$ cat src/rtl/mem_port_arbiter.sv
// Arbitrates one single-ported synchronous RAM between instruction fetch (I) and load/store (D).
// Optional statistics counters are enabled with the ARB_STATS_EN macro.
module mem_port_arbiter #(
  parameter int AWIDTH   = 12,
  parameter int DWIDTH   = 32,
  parameter int READ_LAT = 1,
  parameter int MAX_WAIT = 3
) (
  input  logic              clk,
  input  logic              rst,
  input  logic              i_req,
  input  logic [AWIDTH-1:0] i_addr,
  output logic              i_gnt,
  output logic              i_rvalid,
  output logic [DWIDTH-1:0] i_rdata,
  input  logic              d_req,
  input  logic [AWIDTH-1:0] d_addr,
  input  logic [3:0]        d_we,
  input  logic [DWIDTH-1:0] d_wdata,
  output logic              d_gnt,
  output logic              d_rvalid,
  output logic [DWIDTH-1:0] d_rdata,
`ifdef ARB_STATS_EN
  output logic [31:0]       conflict_cnt,
  output logic [15:0]       starve_force_cnt,
`endif
  output logic              mem_en,
  output logic [3:0]        mem_we,
  output logic [AWIDTH-1:0] mem_addr,
  output logic [DWIDTH-1:0] mem_din,
  input  logic [DWIDTH-1:0] mem_dout
);

  typedef enum logic [1:0] {
    OWN_NONE = 2'd0,
    OWN_I    = 2'd1,
    OWN_D    = 2'd2
  } owner_t;

  localparam logic [3:0] MAX_W = 4'(MAX_WAIT);

  logic [3:0] starve_cnt;
  owner_t     own_pipe [READ_LAT];
  owner_t     own_next;
  logic       force_i;

  always_comb begin
    force_i  = 1'b0;
    i_gnt    = 1'b0;
    d_gnt    = 1'b0;
    mem_en   = 1'b0;
    mem_we   = 4'h0;
    mem_addr = d_addr;
    mem_din  = '0;
    own_next = OWN_NONE;
    if (!rst) begin
      force_i = i_req && d_req && (starve_cnt == MAX_W);
      i_gnt   = i_req && (!d_req || force_i);
      d_gnt   = d_req && !i_gnt;
    end
    if (i_gnt) begin
      mem_en   = 1'b1;
      mem_addr = i_addr;
      own_next = OWN_I;
    end else if (d_gnt) begin
      mem_en   = 1'b1;
      mem_we   = d_we;
      mem_din  = d_wdata;
      own_next = (d_we == 4'h0) ? OWN_D : OWN_NONE;
    end
  end

  always_ff @(posedge clk or posedge rst) begin
    if (rst) begin
      starve_cnt <= 4'd0;
    end else if (!i_req || i_gnt) begin
      starve_cnt <= 4'd0;
    end else if (starve_cnt < MAX_W) begin
      starve_cnt <= starve_cnt + 4'd1;
    end
  end

  // Ownership travels alongside the read so returned data lands on the right port.
  always_ff @(posedge clk or posedge rst) begin
    if (rst) begin
      for (int k = 0; k < READ_LAT; k++) own_pipe[k] <= OWN_NONE;
    end else begin
      own_pipe[0] <= own_next;
      for (int k = 1; k < READ_LAT; k++) own_pipe[k] <= own_pipe[k-1];
    end
  end

  assign i_rvalid = (own_pipe[READ_LAT-1] == OWN_I);
  assign d_rvalid = (own_pipe[READ_LAT-1] == OWN_D);
  assign i_rdata  = mem_dout;
  assign d_rdata  = mem_dout;

`ifdef ARB_STATS_EN
  always_ff @(posedge clk or posedge rst) begin
    if (rst) begin
      conflict_cnt     <= '0;
      starve_force_cnt <= '0;
    end else begin
      if (i_req && d_req) conflict_cnt <= conflict_cnt + 32'd1;
      if (force_i) starve_force_cnt <= starve_force_cnt + 16'd1;
    end
  end
`endif

endmodule

$ cat config.mk
export PLATFORM = sky130hd
export DESIGN_NAME = mem_port_arbiter
export DESIGN_NICKNAME = d
export VERILOG_FILES = /design/src/rtl/mem_port_arbiter.sv
export SDC_FILE = /design/constraint.sdc
export NUM_CORES = 1
export LEC_CHECK = 0
export BUFFER_PORTS_ARGS = -buffer_cell sky130_fd_sc_hd__buf_4
export CAP_MARGIN = 0
export CORE_AREA = 2 2 82 84
export CTS_CLUSTER_SIZE = 14
export DETAILED_ROUTE_END_ITERATION = 8
export DIE_AREA = 0 0 84 86
export PLACE_DENSITY = 0.68
export SETUP_SLACK_MARGIN = 0.15
export SLEW_MARGIN = 20
export SYNTH_ARGS = -nofsm -noshare
export SYNTH_HDL_FRONTEND = slang
export SYNTH_SLANG_ARGS = --single-unit
$ cat constraint.sdc
create_clock -name clk -period 5.3 [get_ports clk]
set_input_delay 0.265 -clock clk [delete_from_list [all_inputs] [get_ports clk]]
set_output_delay 0.265 -clock clk [all_outputs]
set_load 0.02 [all_outputs]
==> results.cfg, run 1 <==
[clock_tree]
worst_skew_pair.late_latency_ns = 0.22
htree_num_levels = 1
ctsResizeCount = 0
cts.clk_slew.worst_paths_ns = 0.04
cts_tree = yes
hold_buffers = 0
cts_buffers = 3
clock_sink_total = 6
clock_tree.root_cell = sky130_fd_sc_hd__clkbuf_8
post_cts_setup_inserts = 0
clockBufferDepth = 2

[outcome]
run_status = finished, final reports clean

[final_layout]
layout_common_cells = 116 x sky130_fd_sc_hd__buf_4, 37 x sky130_fd_sc_hd__and2_1, 9 x sky130_fd_sc_hd__mux2_4, 6 x sky130_fd_sc_hd__dfrtp_1, 4 x sky130_fd_sc_hd__mux2_2
antenna_cells = 0
synthToLayoutAreaGrowth_pct = 40.5
mostFrequentLayoutCell = sky130_fd_sc_hd__buf_4
layout-drive-gt1-share_pct = 70.5
design.final.nets = 292
filler_cell_count = 674
fin_area_um2 = 1710
post_layout_instance_count_excluding_filler_cells = 270

[placed_design]
post-place-cells = 267
place_ws_ns = 2.75
port_buffers = 116
placed_cell_area_um2 = 1670
place.gp.congestion = 0.703

[critical_path]
worst-endpoint-required_ns = 5.04
timing.setup.critical_path_class = flip-flop to primary output
timing.reg2reg.worst_path_depth = 4
startpoint_of_the_worst_register_to_register_path = starve_cnt[0]
cp_data_arrival_time_ns = 2.48
timing.rr.end = own_pipe[1]
reg2reg_slack_ns = 3.41
worstSetupStartpointType = flip-flop
setup.worst_path.end_class = primary output
path_max_fanout = 14

[sta]
tns_ns = 0
slew_headroom_pct = 44.0
timing.final.ws_setup_ns = 2.56
unrepaired_setup_endpoints_after_global_routing = no
layout_worst_path_cycle_share_pct = 51.7
fmax_mhz = 365
final_period_minus_worst_setup_slack_ns = 2.74
clock_skew_ns = 0.000533
count_of_final_max_slew_check_failures = 0
final-hold-violation-count = 0
finalHoldWorstSlack_ns = 0.0102
worst-slew-pin-transition_ns = 0.837
setup_violations = 0

[hold_path]
hold_class = input port to asynchronous set/reset pin

[logic_synthesis]
netlist_area_um2 = 1210
post_synth_inst_count = 143
yosys_register_bits = 6
synth-seq-area-share_pct = 12.4
avgSynthCellArea_um2 = 8.50
ys_warn_count = 0
synth_nets = 240
synth_cell_types = 21

[flow_run]
max_cap_violations = 0

[power_and_ir_drop]
power_density_nw_per_um2 = 142
static-leakage-power_nw = 0.944
vdd_ir_drop_max_uv = 119

[floorplanning]
die_footprint_um2 = 7220
chipWidth_um = 84
effective_utilization_at_floorplan_pct = 19.4
floorplan.io_pins = 213
die_height_um = 86
placement_rows = 29
core_um2 = 6280

[route]
avgRoutedWirePerCell_um = 11.8
dr.first_iter.drc_count = 13
antenna_violating_nets_post_route = 0
vias = 1027
drcViolationCount = 0
route.final.wire_length_mm = 3.19
drt_first_pass_iters = 4
detail_route.vias_per_cell = 3.80

[grt]
grt_start_max_net_pins = 39
grt_pass1_wl_mm = 4.87
grt_use_total_pct = 8.32
initial_antenna_violation_count = 0
overflow = 0
via_count_of_the_first_global_routing_pass = 1013
==> cells in the mapped netlist, drive strengths merged <==
master / n / area (um^2)
inv: 2 / 7.51
and3: 4 / 26.3
clkbuf: 3 / 11.3
a21o: 1 / 8.76
nor2: 2 / 7.51
and2: 37 / 231
dfrtp: 6 / 150
o211a: 1 / 10.0
nor2b: 2 / 12.5
xor2: 1 / 8.76
a211oi: 1 / 20.0
buf: 66 / 505
ha: 1 / 12.5
nor3: 1 / 5.00
or3b: 1 / 11.3
mux2: 13 / 180
nor4: 1 / 6.26
==> layer usage <==
layer	vias up	routed length (um)	GRT usage, %
li1	488	-	-
met1	422	1060	7.83
met2	102	1470	14.4
met3	15	569	5.58
met4	0	89	3.23
met5	-	0	0
==> area by class of cell <==
class,instances,area (um^2),area share (%)
inverter,2,7.51,0.440
sequential,6,150,8.80
tap,77,96.3,5.65
clock buffer,3,41.3,2.42
timing repair buffer,116,871,51.0
multi-input combinational,66,541,31.7
==> through the flow <==
step | utilization, % | power [mW]
after floorplan | - | 0.179
after CTS | 27.2 | 0.246
after global placement | 26.5 | 0.175
after global routing | 27.2 | 0.258
after detailed placement | 26.5 | 0.177
final | 27.2 | 0.242
==> power breakdown <==
| group | total [mW] | leakage, nW | switching, mW | internal [mW] |
|---|---|---|---|---|
| sequential | 0.0492 | 0.0816 | 0.00121 | 0.0480 |
| clock | 0.0680 | 0.0216 | 0.0192 | 0.0487 |
| combinational | 0.125 | 0.841 | 0.0533 | 0.0717 |
==> cell families (layout without fill, tap and decap cells) <==
| kind of cell | Yosys count | after routing | synth area share [%] |
|---|---|---|---|
| DFF | 6 | 6 | 12.4 |
| adders and majority gates | 1 | 1 | 1.03 |
| AOI/OAI and AO/OA | 3 | 3 | 3.19 |
| buffers and inverters | 71 | 121 | 43.2 |
| muxes | 13 | 13 | 14.8 |
| xor gates and xnor gates | 1 | 1 | 0.721 |
| and+or+nand+nor | 48 | 48 | 24.7 |
==> worst max-delay path by stage <==
stage                  start           end  slack (ns)  depth (start not counted)
2_1_floorplan  starve_cnt[0]   mem_addr[0]        3.26                          5
5_1_grt        starve_cnt[0]   mem_addr[5]        2.43                          5
3_5_place_dp   starve_cnt[0]  mem_addr[11]        2.75                          5
3_3_place_gp   starve_cnt[0]  mem_addr[11]        2.81                          5
6_report       starve_cnt[0]  mem_addr[11]        2.56                          5
4_1_cts        starve_cnt[0]  mem_addr[11]        2.52                          5
==> registers in the layout (all words and copies together), names as in the netlist <==
| signal | count |
|---|---|
| own_pipe | 2 |
| starve_cnt | 4 |
==> worst max-delay path: stages, from the launching register on <==
cell,delay (ns)
sky130_fd_sc_hd__dfrtp_1,0.36
sky130_fd_sc_hd__ha_1,0.17
sky130_fd_sc_hd__or3b_4,0.41
sky130_fd_sc_hd__a211oi_4,0.75
sky130_fd_sc_hd__mux2_2,0.41
sky130_fd_sc_hd__buf_4,0.16
Power figures use the tool's default switching activity.
==> inputs of run 2 (changes only) <==
Settings changed: PLACE_DENSITY 0.68 to 0.7.
Clock period 5.3 ns to 2.3 ns, I/O delays scaled along.
==> results.cfg, run 2 (synthesis gave the netlist of run 1 again) <==
[final_layout]
design.final.nets = 300
post_layout_instance_count_excluding_filler_cells = 278
layout_common_cells = 114 x sky130_fd_sc_hd__buf_4, 37 x sky130_fd_sc_hd__and2_1, 12 x sky130_fd_sc_hd__mux2_4, 7 x sky130_fd_sc_hd__buf_6, 6 x sky130_fd_sc_hd__dfrtp_1
filler_cell_count = 653
sequential_cell_area_um2 = 150
utilization_pct = 29.3
multiInputGateArea_um2 = 554
antenna_cells = 0
biggestRegsByFlops = starve_cnt (4), own_pipe (2)
largest_register = starve_cnt
mostFrequentLayoutCell = sky130_fd_sc_hd__buf_4
layout-drive-gt1-share_pct = 71.6
largest_register_ffs = 4
synthToLayoutAreaGrowth_pct = 51.6

[grt]
initial_antenna_violation_count = 0
grt_use_total_pct = 9.45
overflow = 0
via_count_of_the_first_global_routing_pass = 1105
grt_start_max_net_pins = 24
grt_pass1_wl_mm = 5.52

[sta]
worst-slew-pin-transition_ns = 0.328
clock_skew_ns = 0.00314
finalHoldWorstSlack_ns = 0.178
final-hold-violation-count = 0
count_of_final_max_slew_check_failures = 0
fmax_mhz = 452
final_period_minus_worst_setup_slack_ns = 2.21
layout_worst_path_cycle_share_pct = 96.2
timing.final.ws_setup_ns = 0.0869
slew_headroom_pct = 78.0
unrepaired_setup_endpoints_after_global_routing = yes
setup_violations = 0

[clock_tree]
clock_sink_total = 6
cts.clk_slew.worst_paths_ns = 0.04
worst_skew_pair.late_latency_ns = 0.22
clockBufferDepth = 2
cts_tree = yes
clock_tree.root_cell = sky130_fd_sc_hd__clkbuf_8
htree_num_levels = 1
cts_buffers = 3

[route]
detail_route.vias_per_cell = 3.87
avgRoutedWirePerCell_um = 13.0
dr.first_iter.drc_count = 13
drcViolationCount = 0
vias = 1076
route.final.wire_length_mm = 3.61
drt_first_pass_iters = 2
antenna_violating_nets_post_route = 0

[critical_path]
timing.setup.critical_path_class = flip-flop to primary output
setup.worst_path.end_class = primary output
critPathSlowestCell = sky130_fd_sc_hd__or3b_4
cp_data_arrival_time_ns = 2.10
timing.critical_path.cells = ha_2 > or3b_4 > a211oi_4 > buf_4 > buf_16 > mux2_4 > buf_4
path_delay_family = buffers and inverters
path_max_fanout = 7
most_frequent_cell_on_the_critical_path = sky130_fd_sc_hd__buf_4
worstSetupStartpointType = flip-flop
reg2reg_slack_ns = 0.70
worst-endpoint-required_ns = 2.18
delay_of_the_slowest_cell_on_the_worst_path_ns = 0.40
worstPathBufferInverterCount = 3

[placed_design]
place.gp.congestion = 0.677
place_ws_ns = 0.251
hpwl_mm = 3.07
port_buffers = 116
post-place-cells = 270

[hold_path]
hold_class = input port to flip-flop

[outcome]
run_status = finished, final reports clean

[flow_run]
max_cap_violations = 0

[floorplanning]
chipWidth_um = 84
die_footprint_um2 = 7220
placement_rows = 29
die_height_um = 86
floorplan.io_pins = 213
core_um2 = 6280
effective_utilization_at_floorplan_pct = 19.4

[power_and_ir_drop]
fin_total_pwr_mw = 0.589
power_density_nw_per_um2 = 320
static-leakage-power_nw = 1.01
vdd_ir_drop_max_uv = 209
run 2: cell count changes in the layout (fill, tap and decap cells not counted):
cell / previous run / this run
sky130_fd_sc_hd__buf_4: 116 / 114
sky130_fd_sc_hd__ha_1: 1 / 0
sky130_fd_sc_hd__buf_12: 0 / 1
sky130_fd_sc_hd__buf_6: 0 / 7
sky130_fd_sc_hd__dlygate4sd3_1: 0 / 1
sky130_fd_sc_hd__mux2_4: 9 / 12
sky130_fd_sc_hd__buf_16: 0 / 1
sky130_fd_sc_hd__mux2_2: 4 / 1
sky130_fd_sc_hd__ha_2: 0 / 1
run 2: area by class of cell:
type / instances / area share, %
clock buffers: 3 / 2.24
repair buffers: 124 / 53.9
flip-flops and latches: 6 / 8.15
multi-input cells: 66 / 30.1
inverters: 2 / 0.408
well taps: 77 / 5.23
run 2: worst paths after layout:
kind	depth (start not counted)	startpoint	end
worst max-delay path	7	starve_cnt[1]	mem_addr[10]
worst min-delay path	2	i_req	starve_cnt[0]
worst max register to register	5	starve_cnt[1]	own_pipe[1]
worst min register to register	1	starve_cnt[2]	starve_cnt[2]
max in group asynchronous	3	rst	own_pipe[1]
min in group asynchronous	3	rst	starve_cnt[0]
run 2: power by group:
part,total (mW),internal [mW],switching [mW]
Clock,0.158,0.113,0.0458
Sequential,0.113,0.111,0.00235
Combinational,0.318,0.187,0.131
run 2: worst register-to-register path, cell delays in order, from the launching register on:
cell	delay, ns
sky130_fd_sc_hd__dfrtp_1	0.35
sky130_fd_sc_hd__ha_2	0.18
sky130_fd_sc_hd__or3b_4	0.40
sky130_fd_sc_hd__o211a_1	0.23
sky130_fd_sc_hd__buf_4	0.18
sky130_fd_sc_hd__and2_1	0.14
run 2: per-stage QoR:
step                      area, um^2  TNS (ns)
final                           1840         0
after global routing            1840   -0.0224
after CTS                       1840         0
after detailed placement        1700         0
after global placement          1700         0
after floorplan                 1210         0
run 2: repair_timing:
item	4_1_cts	5_1_grt
pin swaps	2	0
setup endpoints to repair	12	12
cloned	1	0
hold buffers	1	0
hold endpoints to repair	6	0
gates resized for setup	12	0
setup buffers	3	0
run 2: routing by layer:
metal  GRT usage, %  wire length, um  vias up
li1               -                -      500
met2           17.5             1830      112
met4           3.08               78        0
met3           5.58              617        9
met1           8.64             1090      455
met5              0                0        -
==> inputs of run 3 (changes only) <==
Settings changed: PLACE_DENSITY 0.7 to default.
==> results.cfg, run 3 (synthesis gave the netlist of run 1 again) <==
[clock_tree]
clock_sink_total = 6
worst_skew_pair.late_latency_ns = 0.22
cts_tree = yes
clock_tree.root_cell = sky130_fd_sc_hd__clkbuf_8
cts_buffers = 3
htree_num_levels = 1
cts.clk_slew.worst_paths_ns = 0.04
clockBufferDepth = 2

[grt]
grt_use_total_pct = 8.92
overflow = 0
via_count_of_the_first_global_routing_pass = 1132
grt_pass1_wl_mm = 5.22
grt_start_max_net_pins = 39
initial_antenna_violation_count = 0

[power_and_ir_drop]
power_density_nw_per_um2 = 308
fin_total_pwr_mw = 0.651
static-leakage-power_nw = 1.12
vdd_ir_drop_max_uv = 217

[sta]
count_of_final_max_slew_check_failures = 0
tns_ns = 0
unrepaired_setup_endpoints_after_global_routing = yes
final-hold-violation-count = 0
final_period_minus_worst_setup_slack_ns = 2.22
slew_headroom_pct = 78.3
finalHoldWorstSlack_ns = 0.179
clock_skew_ns = 0.000857
setup_violations = 0
fmax_mhz = 451
layout_worst_path_cycle_share_pct = 96.4
worst-slew-pin-transition_ns = 0.323

[final_layout]
mostFrequentLayoutCell = sky130_fd_sc_hd__buf_4
largest_register_ffs = 4
antenna_cells = 0
layout_common_cells = 98 x sky130_fd_sc_hd__buf_4, 32 x sky130_fd_sc_hd__and2_1, 28 x sky130_fd_sc_hd__buf_6, 12 x sky130_fd_sc_hd__mux2_4, 6 x sky130_fd_sc_hd__dfrtp_1
largest_register = starve_cnt
design.final.nets = 311
biggestRegsByFlops = starve_cnt (4), own_pipe (2)
layout-drive-gt1-share_pct = 75.9
synthToLayoutAreaGrowth_pct = 73.9

[critical_path]
timing.critical_path.cells = ha_2 > or3b_4 > a211oi_4 > buf_4 > buf_12 > mux2_4 > buf_6
critPathSlowestCell = sky130_fd_sc_hd__or3b_4
worst-endpoint-required_ns = 2.18
timing.setup.critical_path_class = flip-flop to primary output
delay_of_the_slowest_cell_on_the_worst_path_ns = 0.39
worstSetupStartpointType = flip-flop
setup.worst_path.end_class = primary output
path_max_fanout = 7
cp_data_arrival_time_ns = 2.10

[route]
avgRoutedWirePerCell_um = 14.8
route.final.wire_length_mm = 4.27
detail_route.vias_per_cell = 4.02
vias = 1163
drt_first_pass_iters = 3
dr.first_iter.drc_count = 17
drcViolationCount = 0
antenna_violating_nets_post_route = 0

[floorplanning]
die_height_um = 86
chipWidth_um = 84
placement_rows = 29
core_um2 = 6280
floorplan.io_pins = 213
die_footprint_um2 = 7220
effective_utilization_at_floorplan_pct = 19.4

[placed_design]
place.gp.congestion = 0.707
port_buffers = 116
hpwl_mm = 2.74

[outcome]
run_status = finished, final reports clean

[flow_run]
max_cap_violations = 0

[hold_path]
hold_class = input port to flip-flop
run 3: changes by cell type in the layout (fill, tap and decap cells not counted), sizes merged:
cell and delta:
buf +7, clkbuf +4
run 3: what timing repair did:
| action | in CTS | in global routing |
|---|---|---|
| gates resized for setup | 18 | 23 |
| gates cloned | 1 | 7 |
| hold buffers | 1 | 0 |
| setup buffers | 7 | 1 |
| setup endpoints to repair | 12 | 48 |
| hold endpoints to repair | 6 | 0 |
| pin swaps | 2 | 0 |
run 3: layout make-up:
| type | count | area (um^2) |
|---|---|---|
| Clock buffer | 3 | 41.3 |
| Fill cell | 647 | 4160 |
| Inverter | 2 | 7.51 |
| Multi-Input combinational cell | 66 | 574 |
| Sequential cell | 6 | 150 |
| Tap cell | 77 | 96.3 |
| Timing Repair Buffer | 135 | 1240 |
run 3: worst paths after layout:
check	to	cells past startpoint	slack [ns]	startpoint
setup / recovery	mem_addr[1]	7	0.08	starve_cnt[0]
setup reg to reg	own_pipe[1]	6	0.49	starve_cnt[0]
hold / removal	starve_cnt[0]	2	0.18	i_req
hold reg to reg	starve_cnt[2]	1	0.55	starve_cnt[2]
min in group asynchronous	starve_cnt[0]	3	0.44	rst
max in group asynchronous	own_pipe[1]	3	1.64	rst
run 3: metrics by stage:
stage	worst slack (ns)	instances	area, um^2	util, %
after floorplan	0.413	143	1210	-
after global placement	0.331	269	1690	27.0
after detailed placement	0.275	269	1690	27.0
after CTS	0.0938	281	1890	30.1
after global routing	0.00242	289	2110	33.7
final	0.0825	289	2110	33.7
run 3: worst max-delay path: cells and delay by family (launching register included):
family	cells	cell delay, ns
AO/OA/AOI/OAI	1	0.23
adder cells (fa/ha/maj)	1	0.18
multiplexers	1	0.30
flip-flops	1	0.35
buffers and inverters	3	0.41
AND/OR/NAND/NOR	1	0.39
run 3: power by group:
part           switching [mW]  leakage, nW  internal [mW]
logic                   0.148         1.02          0.230
clock network          0.0471       0.0216          0.113
registers             0.00247       0.0816          0.111
total                   0.198         1.12          0.453
run 3: routing by layer:
layer  GRT usage [%]  share of wire, %  vias to the layer above
li1                -                 -                      525
met1            7.95                33                      514
met2            17.4                54                      104
met3            3.66                11                       20
met4            4.25               2.2                        0
met5               0                 0                        -
